### src/rtl/fc_pkg.sv
// rtl/fc_pkg.sv - shared state encoding, Q-format constants and saturation helper for the dense stage
package fc_pkg;

  typedef enum logic [2:0] {
    IDLE,
    ISSUE,
    DRAIN,
    BIAS,
    WRITE,
    DONE
  } fc_state_t;

  localparam int FRACTION_BITS = 10;
  localparam int ONE           = 1 << FRACTION_BITS;

  // Clamp a wide signed value into the signed range of a width-bit word.
  function automatic logic signed [63:0] sat_to_width(
    input logic signed [63:0] value,
    input int                 width
  );
    logic signed [63:0] hi;
    logic signed [63:0] lo;
    hi = (64'sd1 <<< (width - 1)) - 64'sd1;
    lo = -(64'sd1 <<< (width - 1));
    if (value > hi) begin
      return hi;
    end else if (value < lo) begin
      return lo;
    end else begin
      return value;
    end
  endfunction

endpackage

### src/rtl/fc_mac.sv
// rtl/fc_mac.sv - signed fixed-point multiply-accumulate with bias add and output saturation
module fc_mac
  import fc_pkg::*;
#(
  parameter int DATA_WIDTH     = 18,
  parameter int FRACTION_WIDTH = 10,
  parameter int ACC_WIDTH      = 2 * DATA_WIDTH
) (
  input  logic                         clk,
  input  logic                         reset,
  input  logic                         clear,
  input  logic                         enable,
  input  logic signed [DATA_WIDTH-1:0] data,
  input  logic signed [DATA_WIDTH-1:0] weight,
  input  logic signed [DATA_WIDTH-1:0] bias,
  output logic signed [DATA_WIDTH-1:0] sum_sat
);

  localparam int EXT = ACC_WIDTH - DATA_WIDTH;

  logic signed [ACC_WIDTH-1:0] acc;
  logic signed [ACC_WIDTH-1:0] data_ext;
  logic signed [ACC_WIDTH-1:0] weight_ext;
  logic signed [ACC_WIDTH-1:0] product;
  logic signed [ACC_WIDTH-1:0] term;
  logic signed [63:0]          acc_wide;
  logic signed [63:0]          bias_wide;
  logic signed [63:0]          sum_wide;

  // Full-precision product rescaled back to Q format, plus biased and clamped view of the running sum
  always_comb begin
    data_ext   = {{EXT{data[DATA_WIDTH-1]}}, data};
    weight_ext = {{EXT{weight[DATA_WIDTH-1]}}, weight};
    product    = data_ext * weight_ext;
    term       = product >>> FRACTION_WIDTH;
    acc_wide   = {{(64 - ACC_WIDTH){acc[ACC_WIDTH-1]}}, acc};
    bias_wide  = {{(64 - DATA_WIDTH){bias[DATA_WIDTH-1]}}, bias};
    sum_wide   = acc_wide + bias_wide;
    sum_sat    = DATA_WIDTH'(sat_to_width(sum_wide, DATA_WIDTH));
  end

  // Accumulator: clear has priority so a new neuron never inherits the previous sum
  always_ff @(posedge clk or negedge reset) begin
    if (!reset) begin
      acc <= '0;
    end else if (clear) begin
      acc <= '0;
    end else if (enable) begin
      acc <= acc + term;
    end
  end

endmodule

### src/rtl/fc_layer.sv
// rtl/fc_layer.sv - dense layer sequencer: streams features and weights through the MAC and writes one result per neuron
module fc_layer
  import fc_pkg::*;
#(
  parameter int DATA_WIDTH     = 18,
  parameter int FRACTION_WIDTH = 10,
  parameter int ADDR_WIDTH     = 12,
  parameter int IN_NUM         = 169,
  parameter int OUT_NUM        = 10,
  parameter int ACC_WIDTH      = 2 * DATA_WIDTH
) (
  input  logic                         clk,
  input  logic                         reset,
  input  logic                         run,
  input  logic signed [DATA_WIDTH-1:0] data_in,
  input  logic signed [DATA_WIDTH-1:0] weight_in,
  input  logic signed [DATA_WIDTH-1:0] bias_in,
  output logic [ADDR_WIDTH-1:0]        data_addr_out,
  output logic [ADDR_WIDTH-1:0]        weight_addr_out,
  output logic [ADDR_WIDTH-1:0]        bias_addr_out,
  output logic signed [DATA_WIDTH-1:0] result_out,
  output logic [ADDR_WIDTH-1:0]        write_address_out,
  output logic                         we_out,
  output logic                         fc_done
);

  localparam logic [ADDR_WIDTH-1:0] LAST_I = ADDR_WIDTH'(IN_NUM - 1);
  localparam logic [ADDR_WIDTH-1:0] LAST_O = ADDR_WIDTH'(OUT_NUM - 1);

  fc_state_t                   state;
  logic [ADDR_WIDTH-1:0]       i;
  logic [ADDR_WIDTH-1:0]       o;
  logic                        valid;
  logic                        mac_clear;
  logic signed [DATA_WIDTH-1:0] mac_sum;

  // Accumulator is zeroed on a fresh start and after each neuron's write
  always_comb begin
    mac_clear = 1'b0;
    if ((state == IDLE && run) || state == WRITE) begin
      mac_clear = 1'b1;
    end
  end

  fc_mac #(
    .DATA_WIDTH    (DATA_WIDTH),
    .FRACTION_WIDTH(FRACTION_WIDTH),
    .ACC_WIDTH     (ACC_WIDTH)
  ) u_mac (
    .clk    (clk),
    .reset  (reset),
    .clear  (mac_clear),
    .enable (valid),
    .data   (data_in),
    .weight (weight_in),
    .bias   (bias_in),
    .sum_sat(mac_sum)
  );

  // Sequencer: address counters, read-valid tracking and registered result/write/done outputs
  always_ff @(posedge clk or negedge reset) begin
    if (!reset) begin
      state             <= IDLE;
      i                 <= '0;
      o                 <= '0;
      valid             <= 1'b0;
      data_addr_out     <= '0;
      weight_addr_out   <= '0;
      bias_addr_out     <= '0;
      result_out        <= '0;
      write_address_out <= '0;
      we_out            <= 1'b0;
      fc_done           <= 1'b0;
    end else begin
      valid   <= (state == ISSUE);
      we_out  <= 1'b0;
      fc_done <= 1'b0;
      case (state)
        IDLE: begin
          if (run) begin
            state           <= ISSUE;
            i               <= '0;
            o               <= '0;
            data_addr_out   <= '0;
            weight_addr_out <= '0;
            bias_addr_out   <= '0;
          end
        end
        ISSUE: begin
          if (i == LAST_I) begin
            state <= DRAIN;
          end else begin
            i               <= i + 1'b1;
            data_addr_out   <= i + 1'b1;
            weight_addr_out <= weight_addr_out + 1'b1;
          end
        end
        DRAIN: begin
          state <= BIAS;
        end
        BIAS: begin
          result_out        <= mac_sum;
          write_address_out <= o;
          we_out            <= 1'b1;
          state             <= WRITE;
        end
        WRITE: begin
          if (o == LAST_O) begin
            fc_done <= 1'b1;
            state   <= DONE;
          end else begin
            o               <= o + 1'b1;
            i               <= '0;
            data_addr_out   <= '0;
            weight_addr_out <= weight_addr_out + 1'b1;
            bias_addr_out   <= o + 1'b1;
            state           <= ISSUE;
          end
        end
        DONE: begin
          state <= IDLE;
        end
        default: begin
          state <= IDLE;
        end
      endcase
    end
  end

endmodule
### config.mk
export PLATFORM = sky130hd
export DESIGN_NAME = fc_layer
export DESIGN_NICKNAME = d
export VERILOG_FILES = /design/src/rtl/fc_pkg.sv /design/src/rtl/fc_mac.sv /design/src/rtl/fc_layer.sv
export SDC_FILE = /design/constraint.sdc
export NUM_CORES = 1
export LEC_CHECK = 0
export ABC_AREA = 1
export CAP_MARGIN = 20
export CORE_MARGIN = 4
export CORE_UTILIZATION = 63
export DETAILED_ROUTE_END_ITERATION = 12
export MAX_ROUTING_LAYER = met4
export PLACE_DENSITY = 0.88
export SLEW_MARGIN = 20
export SYNTH_ARGS = -nofsm -noshare
export SYNTH_HDL_FRONTEND = slang
export SYNTH_SLANG_ARGS = --single-unit
### constraint.sdc
create_clock -name clk -period 3.73 [get_ports clk]
set_clock_uncertainty 0.05 [all_clocks]
set_input_delay 0.746 -clock clk [delete_from_list [all_inputs] [get_ports clk]]
set_output_delay 0.746 -clock clk [all_outputs]
set_load 0.02 [all_outputs]
==> results of run 1 <==
[cells by family after synthesis]
family | count (synthesis)
and+or+nand+nor | 1198
buffers and inverters | 861
adders and majority gates | 495
AOI/OAI and AO/OA | 327
DFF | 108
xor gates and xnor gates | 61
[per-stage QoR]
stage	TNS, ns	hold slack [ns]	cells
after detailed placement	-149.49	0.422	3884
after floorplan	-102.62	0.400	3050
after global placement	-138.98	0.417	3884
after CTS	-114.66	0.250	4018
[synthesized netlist by cell type (2+ instances only)]
library cell | number | area (um^2)
inv_2 | 3 | 11.3
nand3_1 | 85 | 425
nor3_1 | 22 | 110
xnor2_1 | 15 | 131
nand3b_1 | 4 | 30.0
dfrtp_1 | 108 | 2700
a31oi_1 | 7 | 43.8
a211o_1 | 2 | 17.5
clkbuf_1 | 76 | 285
o21ai_1 | 4 | 20.0
o21bai_1 | 8 | 60.1
fa_1 | 330 | 6610
nor2_1 | 164 | 616
nor4_1 | 6 | 37.5
or2_2 | 6 | 37.5
nor3_2 | 7 | 70.1
a21oi_2 | 11 | 96.3
nand4_1 | 32 | 200
a21o_1 | 7 | 52.6
a21oi_1 | 151 | 756
o211ai_1 | 2 | 15.0
o21ai_0 | 111 | 556
nand2_2 | 11 | 68.8
o22ai_1 | 2 | 12.5
o32ai_1 | 2 | 17.5
ha_1 | 165 | 2060
xor2_1 | 46 | 403
o31ai_1 | 4 | 30.0
and2_1 | 5 | 31.3
nor2_2 | 15 | 93.8
inv_1 | 772 | 2900
nand3_2 | 4 | 40.0
o21a_1 | 7 | 52.6
nand2_1 | 831 | 3120
buf_1 | 6 | 22.5
buf_2 | 2 | 10.0
[layer usage]
metal / track usage / overflow
met3: 0.731 / 42
met1: 0.823 / 36
met2: 0.929 / 161
met4: 0.734 / 92
met5: - / -
[repair_timing]
action	4_1_cts
setup buffers	111
hold buffers	0
endpoints found under the setup margin	36
hold endpoints to repair	0
pin swaps	261
resized for setup	545
cloned	17
==> flow_metrics.py, run 1 <==
metrics = {
    "grt": {
        "grt_start_max_net_pins": 84,
        "grt_pass1_wl_um": 227000,
        "grt_pass1_vias": 32631,
        "track_usage": 0.821,
        "overflow": 331,
    },
    "place": {
        "gp_congestion": 0.983,
        "dp_hpwl_um": 57700,
        "dpl_cell_area_um2": 26900,
        "post-place-ws_ns": -4.60,
        "numPortBuffers": 124,
    },
    "status": {
        "stop_stage": "global routing (5_1_grt)",
        "tool.error": "[ERROR GRT-0116] Global routing finished with congestion. Check the congestion regions in the DRC Viewer.",
        "outcome": "stopped before the end",
    },
    "clock_tree": {
        "htreeDepth": 3,
        "clock-sinks": 108,
        "numCtsBuffers": 9,
        "clock_path_buffers": 2,
        "root_buffer": "clkbuf_16",
    },
    "logic_synthesis": {
        "synth_xor_area_frac": 0.0244,
        "synthAdderAreaFrac": 0.396,
        "syn-num-nets": 3602,
        "yosys_warnings": 0,
        "synthCells": 3050,
        "ys.flop_type": "dfrtp_1",
        "synth_area_per_cell_um2": 7.19,
        "ys_async_sr_fraction": 1.00,
        "synthesis.area_um2": 21900,
        "ys_seq_area_frac": 0.123,
        "synth_top_family_by_area": "adder cells",
        "synth_compound_area_frac": 0.0829,
        "synthMuxAreaShare": 0,
        "synthSimpleGateAreaFrac": 0.226,
        "synth_edf_count": 0,
        "ys_ff_latch": 108,
        "synthDistinctLibCells": 53,
    },
    "floorplan": {
        "io_pins": 125,
        "die_w_um": 195,
        "fp.dieH_um": 195,
        "initial_utilization": 0.636,
        "rows": 68,
    },
}
==> inputs of run 2 (changes only) <==
--- a/config.mk
+++ b/config.mk
@@ -8,10 +8,9 @@
 export ABC_AREA = 1
 export CAP_MARGIN = 20
 export CORE_MARGIN = 4
-export CORE_UTILIZATION = 63
+export CORE_UTILIZATION = 40
 export DETAILED_ROUTE_END_ITERATION = 12
-export MAX_ROUTING_LAYER = met4
-export PLACE_DENSITY = 0.88
+export PLACE_DENSITY_LB_ADDON = 0.15
 export SLEW_MARGIN = 20
 export SYNTH_ARGS = -nofsm -noshare
 export SYNTH_HDL_FRONTEND = slang
==> flow_metrics.py, run 2 <==
metrics = {
    "status": {
        "outcome": "finished, violations left",
        "violations": "setup timing",
    },
    "timing": {
        "worst_pin_slew_ns": 0.890,
        "period_minus_slack_ns": 7.31,
        "timing.final.crit_share": 1.96,
        "fmax_mhz": 137,
        "slew_violations": 0,
        "hold_viol": 0,
        "setup_viol": 36,
        "rsz0062_at_grt": "true",
        "worst_slack_ns": -3.58,
        "slew_headroom": 0.406,
    },
    "place": {
        "dp.cells": 4120,
        "gp_congestion": 0.908,
        "numPortBuffers": 124,
        "dp_hpwl_um": 53700,
    },
    "detailed_routing": {
        "dr.pass1.iters": 5,
        "drt.antenna.violating_nets": 0,
        "wire_per_inst_um": 16.3,
        "via_per_inst": 4.91,
        "drc": 0,
        "vias": 21249,
        "wl_um": 70700,
        "drtIter0Drc": 1196,
    },
    "logic_synthesis": {
        "synthesis.area_um2": 21900,
        "synth_xor_area_frac": 0.0244,
        "synth.area.top_cells": "fa_1 30%, nand2_1 14%, inv_1 13%",
        "synth_edf_count": 0,
        "yosysTopAreaCell": "fa_1",
        "syn-num-nets": 3602,
        "ys.flop_type": "dfrtp_1",
        "yosys-top-cells-count": "831 x nand2_1, 772 x inv_1, 330 x fa_1",
        "synthAdderAreaFrac": 0.396,
        "synthMuxAreaShare": 0,
        "synth_most_common_cell": "nand2_1",
        "synthDistinctLibCells": 53,
        "ys_async_sr_fraction": 1.00,
        "synth_top_cell_area_share": 0.301,
        "ys_seq_area_frac": 0.123,
        "synthSimpleGateAreaFrac": 0.226,
        "ys_ff_latch": 108,
        "synth_compound_area_frac": 0.0829,
        "synth_area_per_cell_um2": 7.19,
        "synth_top_family_by_area": "adder cells",
        "synthCells": 3050,
        "yosys_warnings": 0,
    },
    "floorplan": {
        "core_um2": 54000,
        "die_area_um2": 58600,
        "fp.dieH_um": 242,
        "rows": 85,
        "initial_utilization": 0.406,
        "io_pins": 125,
        "die_w_um": 242,
    },
    "grt": {
        "gr-usage-met2": 0.423,
        "gr-usage-met1": 0.310,
        "overflow": 0,
        "grtUsageMet3": 0.0290,
        "antenna_found_initial": 1,
        "top_usage_layer": "met2",
        "grt_start_max_net_pins": 109,
        "grt_pass1_wl_um": 114000,
        "grt_pass1_vias": 22371,
        "track_usage": 0.238,
    },
    "flow_run": {
        "cap_violations": 0,
    },
    "cells_and_area": {
        "largest_register_ffs": 36,
        "layout_commonest_cell": "nand2_1",
        "fill_cells": 4730,
        "area_growth_pct": 45.8,
        "top_regs": "u_mac.acc x36, result_out x18",
        "nNetsFinal": 4182,
        "final_layout_size_suffix_gt1_frac": 0.322,
        "fin_cells": 4332,
        "final_cell_mix": "716 x nand2_1, 652 x inv_1, 386 x buf_4",
        "regMostFlops": "u_mac.acc",
    },
    "critical_path": {
        "crit_type": "primary input to flop",
        "worstSetupStartpoint": "data_in[7]",
        "endpoint": "u_mac.acc[30]$_DFFE_PN0P_",
        "crit_fanout": 4,
        "ff2ff_path_depth": 18,
        "cp_slowest_cell": "fa_2",
        "arrival_ns": 7.54,
        "crit_top_cell": "nand2_2",
        "end_kind": "flop",
        "ff2ff_setup_slack_ns": 0.63,
        "r2r-start": "u_mac.acc[8]$_DFFE_PN0P_",
        "cp_slowest_stage_delay_ns": 0.56,
        "crit_required_ns": 3.96,
        "worstReg2RegEnd": "result_out[3]$_DFFE_PN0P_",
        "cp-start-kind": "primary input",
    },
    "clock_tree": {
        "clk_latency_ns": 0.38,
        "numCtsBuffers": 9,
        "cts-hold-fix-buffers": 0,
        "root_buffer": "clkbuf_16",
        "cts_tree": "done",
        "clock-sinks": 108,
        "path_clk_slew_ns": 0.08,
        "htreeDepth": 3,
        "clock_path_buffers": 2,
    },
    "min_path": {
        "min_path_type": "primary input to asynchronous set/reset pin",
    },
}
[run 2: cell counts after synthesis]
No cell type changed its count.
[run 2: per-stage QoR]
step                      setup TNS, ns  utilization  worst slack (ns)  area (um^2)  hold slack, ns
after detailed placement        -147.11        0.505             -4.58        27300           0.423
after global routing            -123.11        0.592             -3.85        32000           0.371
final                           -115.19        0.592             -3.58        32000           0.316
after CTS                       -112.99        0.560             -3.57        30200           0.406
after global placement          -142.80        0.505             -4.43        27300           0.418
after floorplan                 -102.62            -             -3.47        23100           0.400
[run 2: worst min path at each step]
stage,from,cells after the start,end,slack (ns)
2_1_floorplan,reset,0,fc_done$_DFF_PN0_,0.40
3_3_place_gp,write_address_out[4]$_DFFE_PN0P_,2,write_address_out[4]$_DFFE_PN0P_,0.42
3_5_place_dp,result_out[0]$_DFFE_PN0P_,2,result_out[0]$_DFFE_PN0P_,0.42
4_1_cts,reset,2,we_out$_DFF_PN0_,0.41
5_1_grt,reset,2,we_out$_DFF_PN0_,0.37
6_report,reset,2,we_out$_DFF_PN0_,0.32
[run 2: metal layers]
layer | vias to the layer above | routed length [um]
met5 | - | 0
met4 | 0 | 1930
met3 | 128 | 2880
met2 | 463 | 35900
met1 | 10397 | 30000
li1 | 10261 | -
[run 2: cells by family (layout without fill, tap and decap cells)]
family | Yosys count | count (layout)
other | 0 | 1
xor gates and xnor gates | 61 | 61
DFF | 108 | 108
AOI/OAI and AO/OA | 327 | 327
adders and majority gates | 495 | 495
buffers and inverters | 861 | 1446
and+or+nand+nor | 1198 | 1198
[run 2: what timing repair did]
| action | 4_1_cts | 5_1_grt |
|---|---|---|
| gates cloned | 15 | 0 |
| endpoints found under the setup margin | 36 | 51 |
| pin swaps | 219 | 229 |
| resized for setup | 507 | 373 |
| buffers inserted | 144 | 67 |
[run 2: area by class of cell]
cell class | instances | area (um^2) | share of cell area
Clock inverter | 7 | 77.6 | 0.00243
Inverter | 775 | 2940 | 0.0921
Sequential cell | 108 | 2700 | 0.0845
Clock buffer | 9 | 225 | 0.00704
Antenna cell | 1 | 2.50 | 0.0000783
Timing Repair inverter | 1 | 8.76 | 0.000274
Multi-Input combinational cell | 2081 | 18700 | 0.586
Timing Repair Buffer | 654 | 6400 | 0.200
Tap cell | 696 | 871 | 0.0272
[run 2: critical path: cells and delay by family]
family	cells	cell delay, ns
adder cells (fa/ha/maj)	8	3.82
buffers and inverters	7	0.43
AO/OA/AOI/OAI	4	0.37
AND/OR/NAND/NOR	19	2.16
Power of run 2 is not shown: default switching activity piles up to over one toggle a cycle in this logic, so the estimate is an artifact.
